### src/rtl/v_pkg.sv
// Shared payload types for the level-0 change notification path.
package v_pkg;

  typedef logic [7:0]  id_t;
  typedef logic [15:0] key_t;
  typedef logic [11:0] size_t;

  typedef struct packed {
    logic  valid;
    id_t   prod_id;
    key_t  key;
    size_t size;
  } ntf_entry_t;

endpackage

### src/rtl/v_notify_q_match.sv
// Parallel prod_id comparator across all queue entries; one-hot hit because ids are unique.
module v_notify_q_match
  import v_pkg::*;
#(
  parameter int unsigned DEPTH = 8
) (
  input  logic [DEPTH-1:0] valid_i,
  input  id_t  [DEPTH-1:0] ids_i,
  input  id_t              prod_id_i,
  output logic [DEPTH-1:0] hit_o
);

  always_comb begin
    hit_o = '0;
    for (int unsigned i = 0; i < DEPTH; i++) begin
      hit_o[i] = valid_i[i] && (ids_i[i] == prod_id_i);
    end
  end

endmodule

### src/rtl/v_notify_q.sv
// Coalescing notification queue: one live entry per prod_id, in-order delivery over
// valid/ready, saturating count of events dropped while full.
module v_notify_q
  import v_pkg::*;
#(
  parameter int unsigned DEPTH = 8,
  parameter int unsigned CNT_W = 16
) (
  input  logic                   clk,
  input  logic                   rst_n,
  input  logic                   i_lv0_vld,
  input  id_t                    i_lv0_prod_id,
  input  key_t                   i_lv0_key,
  input  size_t                  i_lv0_size,
  input  logic                   i_flush,
  output logic                   o_ntf_vld,
  input  logic                   i_ntf_rdy,
  output id_t                    o_ntf_prod_id,
  output key_t                   o_ntf_key,
  output size_t                  o_ntf_size,
  output logic [$clog2(DEPTH):0] o_level_r,
  output logic [CNT_W-1:0]       o_ovf_cnt_r
);

  localparam int unsigned PTR_W = $clog2(DEPTH);
  localparam int unsigned LVL_W = PTR_W + 1;

  ntf_entry_t       mem_q [DEPTH];
  ntf_entry_t       mem_d [DEPTH];
  logic [PTR_W-1:0] head_q, head_d;
  logic [PTR_W-1:0] tail_q, tail_d;
  logic [LVL_W-1:0] level_q, level_d;
  logic [CNT_W-1:0] ovf_q, ovf_d;

  logic [DEPTH-1:0] ent_valid;
  id_t  [DEPTH-1:0] ent_ids;
  logic [DEPTH-1:0] hit;
  logic [PTR_W-1:0] hit_idx;
  logic             hit_any;
  logic             hit_head;
  logic             full;
  logic             pop;
  logic             coalesce;
  logic             push;
  logic             drop;

  always_comb begin
    for (int unsigned i = 0; i < DEPTH; i++) begin
      ent_valid[i] = mem_q[i].valid;
      ent_ids[i]   = mem_q[i].prod_id;
    end
  end

  v_notify_q_match #(
    .DEPTH(DEPTH)
  ) u_match (
    .valid_i  (ent_valid),
    .ids_i    (ent_ids),
    .prod_id_i(i_lv0_prod_id),
    .hit_o    (hit)
  );

  always_comb begin
    hit_idx = '0;
    for (int unsigned i = 0; i < DEPTH; i++) begin
      if (hit[i]) hit_idx = PTR_W'(i);
    end
  end

  assign hit_any  = |hit;
  assign hit_head = hit_any && (hit_idx == head_q);
  assign full     = (level_q == LVL_W'(DEPTH));
  assign o_ntf_vld = (level_q != '0);
  assign pop      = o_ntf_vld && i_ntf_rdy;
  // A match on the head that leaves this cycle cannot absorb the update; re-enqueue instead.
  assign coalesce = i_lv0_vld && hit_any && !(pop && hit_head);
  assign push     = i_lv0_vld && !coalesce && (!full || pop);
  assign drop     = i_lv0_vld && !coalesce && full && !pop && !i_flush;

  always_comb begin
    mem_d   = mem_q;
    head_d  = head_q;
    tail_d  = tail_q;
    level_d = level_q;
    ovf_d   = ovf_q;

    if (drop && (ovf_q != '1)) ovf_d = ovf_q + 1'b1;

    if (i_flush) begin
      for (int unsigned i = 0; i < DEPTH; i++) mem_d[i].valid = 1'b0;
      head_d  = '0;
      tail_d  = '0;
      level_d = '0;
    end else begin
      if (pop) begin
        mem_d[head_q].valid = 1'b0;
        head_d = head_q + 1'b1;
      end
      if (coalesce) begin
        mem_d[hit_idx].key  = i_lv0_key;
        mem_d[hit_idx].size = i_lv0_size;
      end
      // Full with pop: tail equals head, so the write lands after the pop clear.
      if (push) begin
        mem_d[tail_q] = '{valid: 1'b1, prod_id: i_lv0_prod_id, key: i_lv0_key,
                          size: i_lv0_size};
        tail_d = tail_q + 1'b1;
      end
      unique case ({push, pop})
        2'b10:   level_d = level_q + 1'b1;
        2'b01:   level_d = level_q - 1'b1;
        default: level_d = level_q;
      endcase
    end
  end

  always_ff @(posedge clk or negedge rst_n) begin
    if (!rst_n) begin
      for (int unsigned i = 0; i < DEPTH; i++) mem_q[i] <= '0;
      head_q  <= '0;
      tail_q  <= '0;
      level_q <= '0;
      ovf_q   <= '0;
    end else begin
      for (int unsigned i = 0; i < DEPTH; i++) mem_q[i] <= mem_d[i];
      head_q  <= head_d;
      tail_q  <= tail_d;
      level_q <= level_d;
      ovf_q   <= ovf_d;
    end
  end

  assign o_ntf_prod_id = mem_q[head_q].prod_id;
  assign o_ntf_key     = mem_q[head_q].key;
  assign o_ntf_size    = mem_q[head_q].size;
  assign o_level_r     = level_q;
  assign o_ovf_cnt_r   = ovf_q;

endmodule

### config.mk
export PLATFORM = sky130hd
export DESIGN_NAME = v_notify_q
export DESIGN_NICKNAME = d
export VERILOG_FILES = /design/src/rtl/v_pkg.sv /design/src/rtl/v_notify_q_match.sv /design/src/rtl/v_notify_q.sv
export SDC_FILE = /design/constraint.sdc
export NUM_CORES = 1
export LEC_CHECK = 0
export CAP_MARGIN = 10
export CORE_UTILIZATION = 50
export DETAILED_ROUTE_END_ITERATION = 6
export PLACE_DENSITY = 0.71
export SYNTH_ARGS = -nofsm -noshare
export SYNTH_HDL_FRONTEND = slang
export SYNTH_SLANG_ARGS = --single-unit
export TNS_END_PERCENT = 30
### constraint.sdc
create_clock -name clk -period 3.69 [get_ports clk]
set_input_delay 0.5535 -clock clk [delete_from_list [all_inputs] [get_ports clk]]
set_output_delay 0.5535 -clock clk [all_outputs]
set_load 0.02 [all_outputs]
==> reports/summary.txt <==
Fin. Hold Viols: 3
flops & latches, synth: 322
Routed WL: 40200 um
nets: 1410
M1 WL: 17400 um
Tot Pwr: 11.7 mW
Post-synth EDFFs: 0
Routed Antenna Nets: 0
syn_nets: 1240
critical path arrival: 3.93 ns
unrepaired setup endpoints after global routing: false
CP startpoint kind: input pin
Min-Delay Path Class: in -> async
Worst setup EP type: register
outcome: finished with violations
setup TNS: 0 ns
DR WL met2: 19300 um
IO Count: 98
RR Endpoint: o_level_r[2]
ys flop type: dfrtp_1
WS Path Type: in -> reg
final clock skew: 0.0188 ns
fmax: 285 MHz
via count: 10900
vias in the first global route: 11200
fillers: 2326
placed cells: 1722
violated checks: hold timing
clock latency on the worst-skew pair: 0.54 ns
Rel. slew slack: 55.5%
final setup fails: 0
Worst Tran Pin Value: 0.668 ns
crit path cell chain: clkdlybuf4s50_1 -> buf_12 -> buf_4 -> xor2_1 -> nor3_1 -> nand4_1 -> and2_4 -> a41oi_2 -> o41ai_4 -> a31o_2 -> a21oi_2 -> buf_4 -> xor2_1 -> ha_2 -> nor2_1 -> nor2_1 -> a211oi_1 -> o32ai_1
Syn. warnings: 0
FF-to-FF path depth: 15
Critical Path RT: 4.11 ns
Worst Path Buf+Inv: 4
DP HPWL: 25900 um
Pins Over Slew Limit: 0
setup slack, reg-to-reg: 0.36 ns
Seq/Total Area, Yosys: 52.0%
DR iter-0 viols: 769
Rows: 64
Final Critical Period: 3.51 ns
post-synthesis instance total: 1194
worst-case clock buffer depth: 3
grt total ovfl: 0
Mapped Avg Cell Area: 13.0 sq um
CTS Root Cell: clkbuf_16
max-cap viol count: 0
WL met3: 2540 um
CTS Sinks: 322
H-tree depth: 2
initial antenna violation count: 3
diode count: 0
PortBufs: 97
layout cells sized above 1: 35.3%
post-synthesis cell area: 0.0155 sq mm
DRT Pass-1 Iters: 5
DRC violations left: 0
vias per std cell: 6.09
Area Overhead vs Synth: 22.2%
asr flop ratio synth: 100%
Core Area: 0.0305 sq mm
Clock Pin Slew Worst Setup and Hold Paths: 0.06 ns
worst IR drop on VDD: 0.574 mV
Synth cell types: 66
fin area: 0.0189 sq mm
Die Ht: 178 um
Setup Buffers After CTS: 0
Setup WS pre-CTS: -0.398 ns
Final Non-Filler Cells: 1782
Lkg Pwr: 8.66 nW
CP top delay family: compound AO/OA/AOI/OAI gates
power density cells: 618 mW/mm^2
routed len/inst: 22.6 um
Inserted Clock Buffers: 36
DR top layer: met5
period utilization: 95.1%
Reg-to-Reg Start: o_level_r[0]
Worst path max stage delay: 0.45 ns
global-route wire length before repair: 64100 um
initial core utilization: 50.8%
die width: 178 um
crit path max fanout: 11
largest net degree at the start of global routing: 78
die area: 0.0317 sq mm
Total Routing Usage GR: 26.2%
TritonCTS clock tree: yes
placed instance area: 0.0178 sq mm
Final WS setup: 0.182 ns
routability cong.: 0.971
worst hold slack: -0.00418 ns
critical path's slowest cell: clkdlybuf4s50_1
-- layout make-up --
| class | count | area [sq um] | share of cell area, % |
|---|---|---|---|
| clock buffer | 55 | 1070 | 5.67 |
| clock inverter | 5 | 58.8 | 0.310 |
| inverter | 5 | 18.8 | 0.0991 |
| multi-input combinational | 789 | 7090 | 37.4 |
| sequential | 322 | 8060 | 42.5 |
| tap | 396 | 495 | 2.62 |
| timing repair buffer | 210 | 2150 | 11.3 |
-- worst max-delay path by stage --
stage | start | endpoint | slack, ns | cells after the start
final | i_lv0_prod_id[6] | o_level_r[2] | 0.18 | 18
after global routing | i_lv0_prod_id[6] | o_level_r[2] | 0.01 | 18
after CTS | i_lv0_prod_id[6] | o_level_r[3] | 0.07 | 17
after detailed placement | i_lv0_prod_id[6] | o_ovf_cnt_r[9] | -0.40 | 14
after global placement | i_lv0_prod_id[6] | o_level_r[2] | -0.34 | 17
after floorplan | i_lv0_prod_id[6] | o_level_r[3] | 0.02 | 16
-- flip-flops by register name, summed over array words and instances (netlist names) --
signal       flops
ent_ids         64
ent_valid        8
head_q           3
mem_q          224
o_level_r        4
o_ovf_cnt_r     16
tail_q           3
-- per-layer routing --
metal | vias to the layer above | track usage (%)
met2 | 374 | 42.4
met5 | - | 0
li1 | 4778 | -
met4 | 4 | 7.76
met1 | 5609 | 35.8
met3 | 85 | 5.05
-- report_power, final --
group / internal (mW) / switching [mW] / total (mW) / leakage, nW
sequential: 4.25 / 0.485 / 4.74 / 4.26
combinational: 1.75 / 1.76 / 3.51 / 3.84
clock: 2.02 / 1.44 / 3.45 / 0.557
total: 8.02 / 3.69 / 11.7 / 8.66
-- per-stage QoR --
step	hold slack, ns	utilization (%)
2_1_floorplan	0.258	-
3_3_place_gp	0.474	58.3
3_5_place_dp	0.483	58.3
4_1_cts	0.0226	62.0
5_1_grt	0.0566	62.1
6_report	-0.00418	62.1
-- placed cells by master, fill, tap and decap left out, types with 5 or more instances in the layout --
cell type,synthesis,final
a211oi_1,7,6
clkbuf_16,0,37
mux2_1,8,8
mux2_4,40,40
xor2_1,49,49
mux2i_1,6,6
nand4_1,35,35
nand2_1,51,51
a21oi_1,21,19
a22oi_1,106,106
nor3_1,14,12
and3_1,9,9
clkdlybuf4s50_1,0,96
a22o_1,8,8
nand3_1,30,30
nor2_1,25,23
clkbuf_1,36,10
a221oi_1,13,13
inv_1,5,5
nor2b_1,5,5
o21ai_0,6,6
mux2_2,250,250
buf_4,18,87
buf_12,0,26
dfrtp_1,322,322
a31o_2,5,5
xnor2_1,33,32
clkbuf_8,0,8
-- cell usage after synthesis, types with 9 or more instances --
master | n | share of area, %
buf_4 | 18 | 0.87
clkbuf_1 | 36 | 0.87
xnor2_1 | 33 | 1.9
a21oi_1 | 21 | 0.68
xor2_1 | 49 | 2.8
buf_2 | 10 | 0.32
mux2_4 | 40 | 3.9
and3_1 | 9 | 0.36
nand2_1 | 51 | 1.2
nor3_1 | 14 | 0.45
nand3_1 | 30 | 0.97
nor2_1 | 25 | 0.61
a22oi_1 | 106 | 5.1
a221oi_1 | 13 | 0.73
mux2_2 | 250 | 18
dfrtp_1 | 322 | 52
nand4_1 | 35 | 1.4
-- repair_timing --
action                     CTS  global route
hold endpoints to repair     0             0
resized for setup            1             6
pin swaps                    0             1
hold buffers                 0             0
setup endpoints to repair    1            27
-- logic make-up after synthesis --
group	after synthesis	synth area share [%]
muxes	307	23.4
AOI/OAI and AO/OA	198	10.1
and+or+nand+nor	197	6.56
buffers and inverters	83	2.91
adders and majority gates	5	0.404
xor gates and xnor gates	82	4.63
DFF	322	52.0
Note: power is estimated with default switching activity, not from simulation.
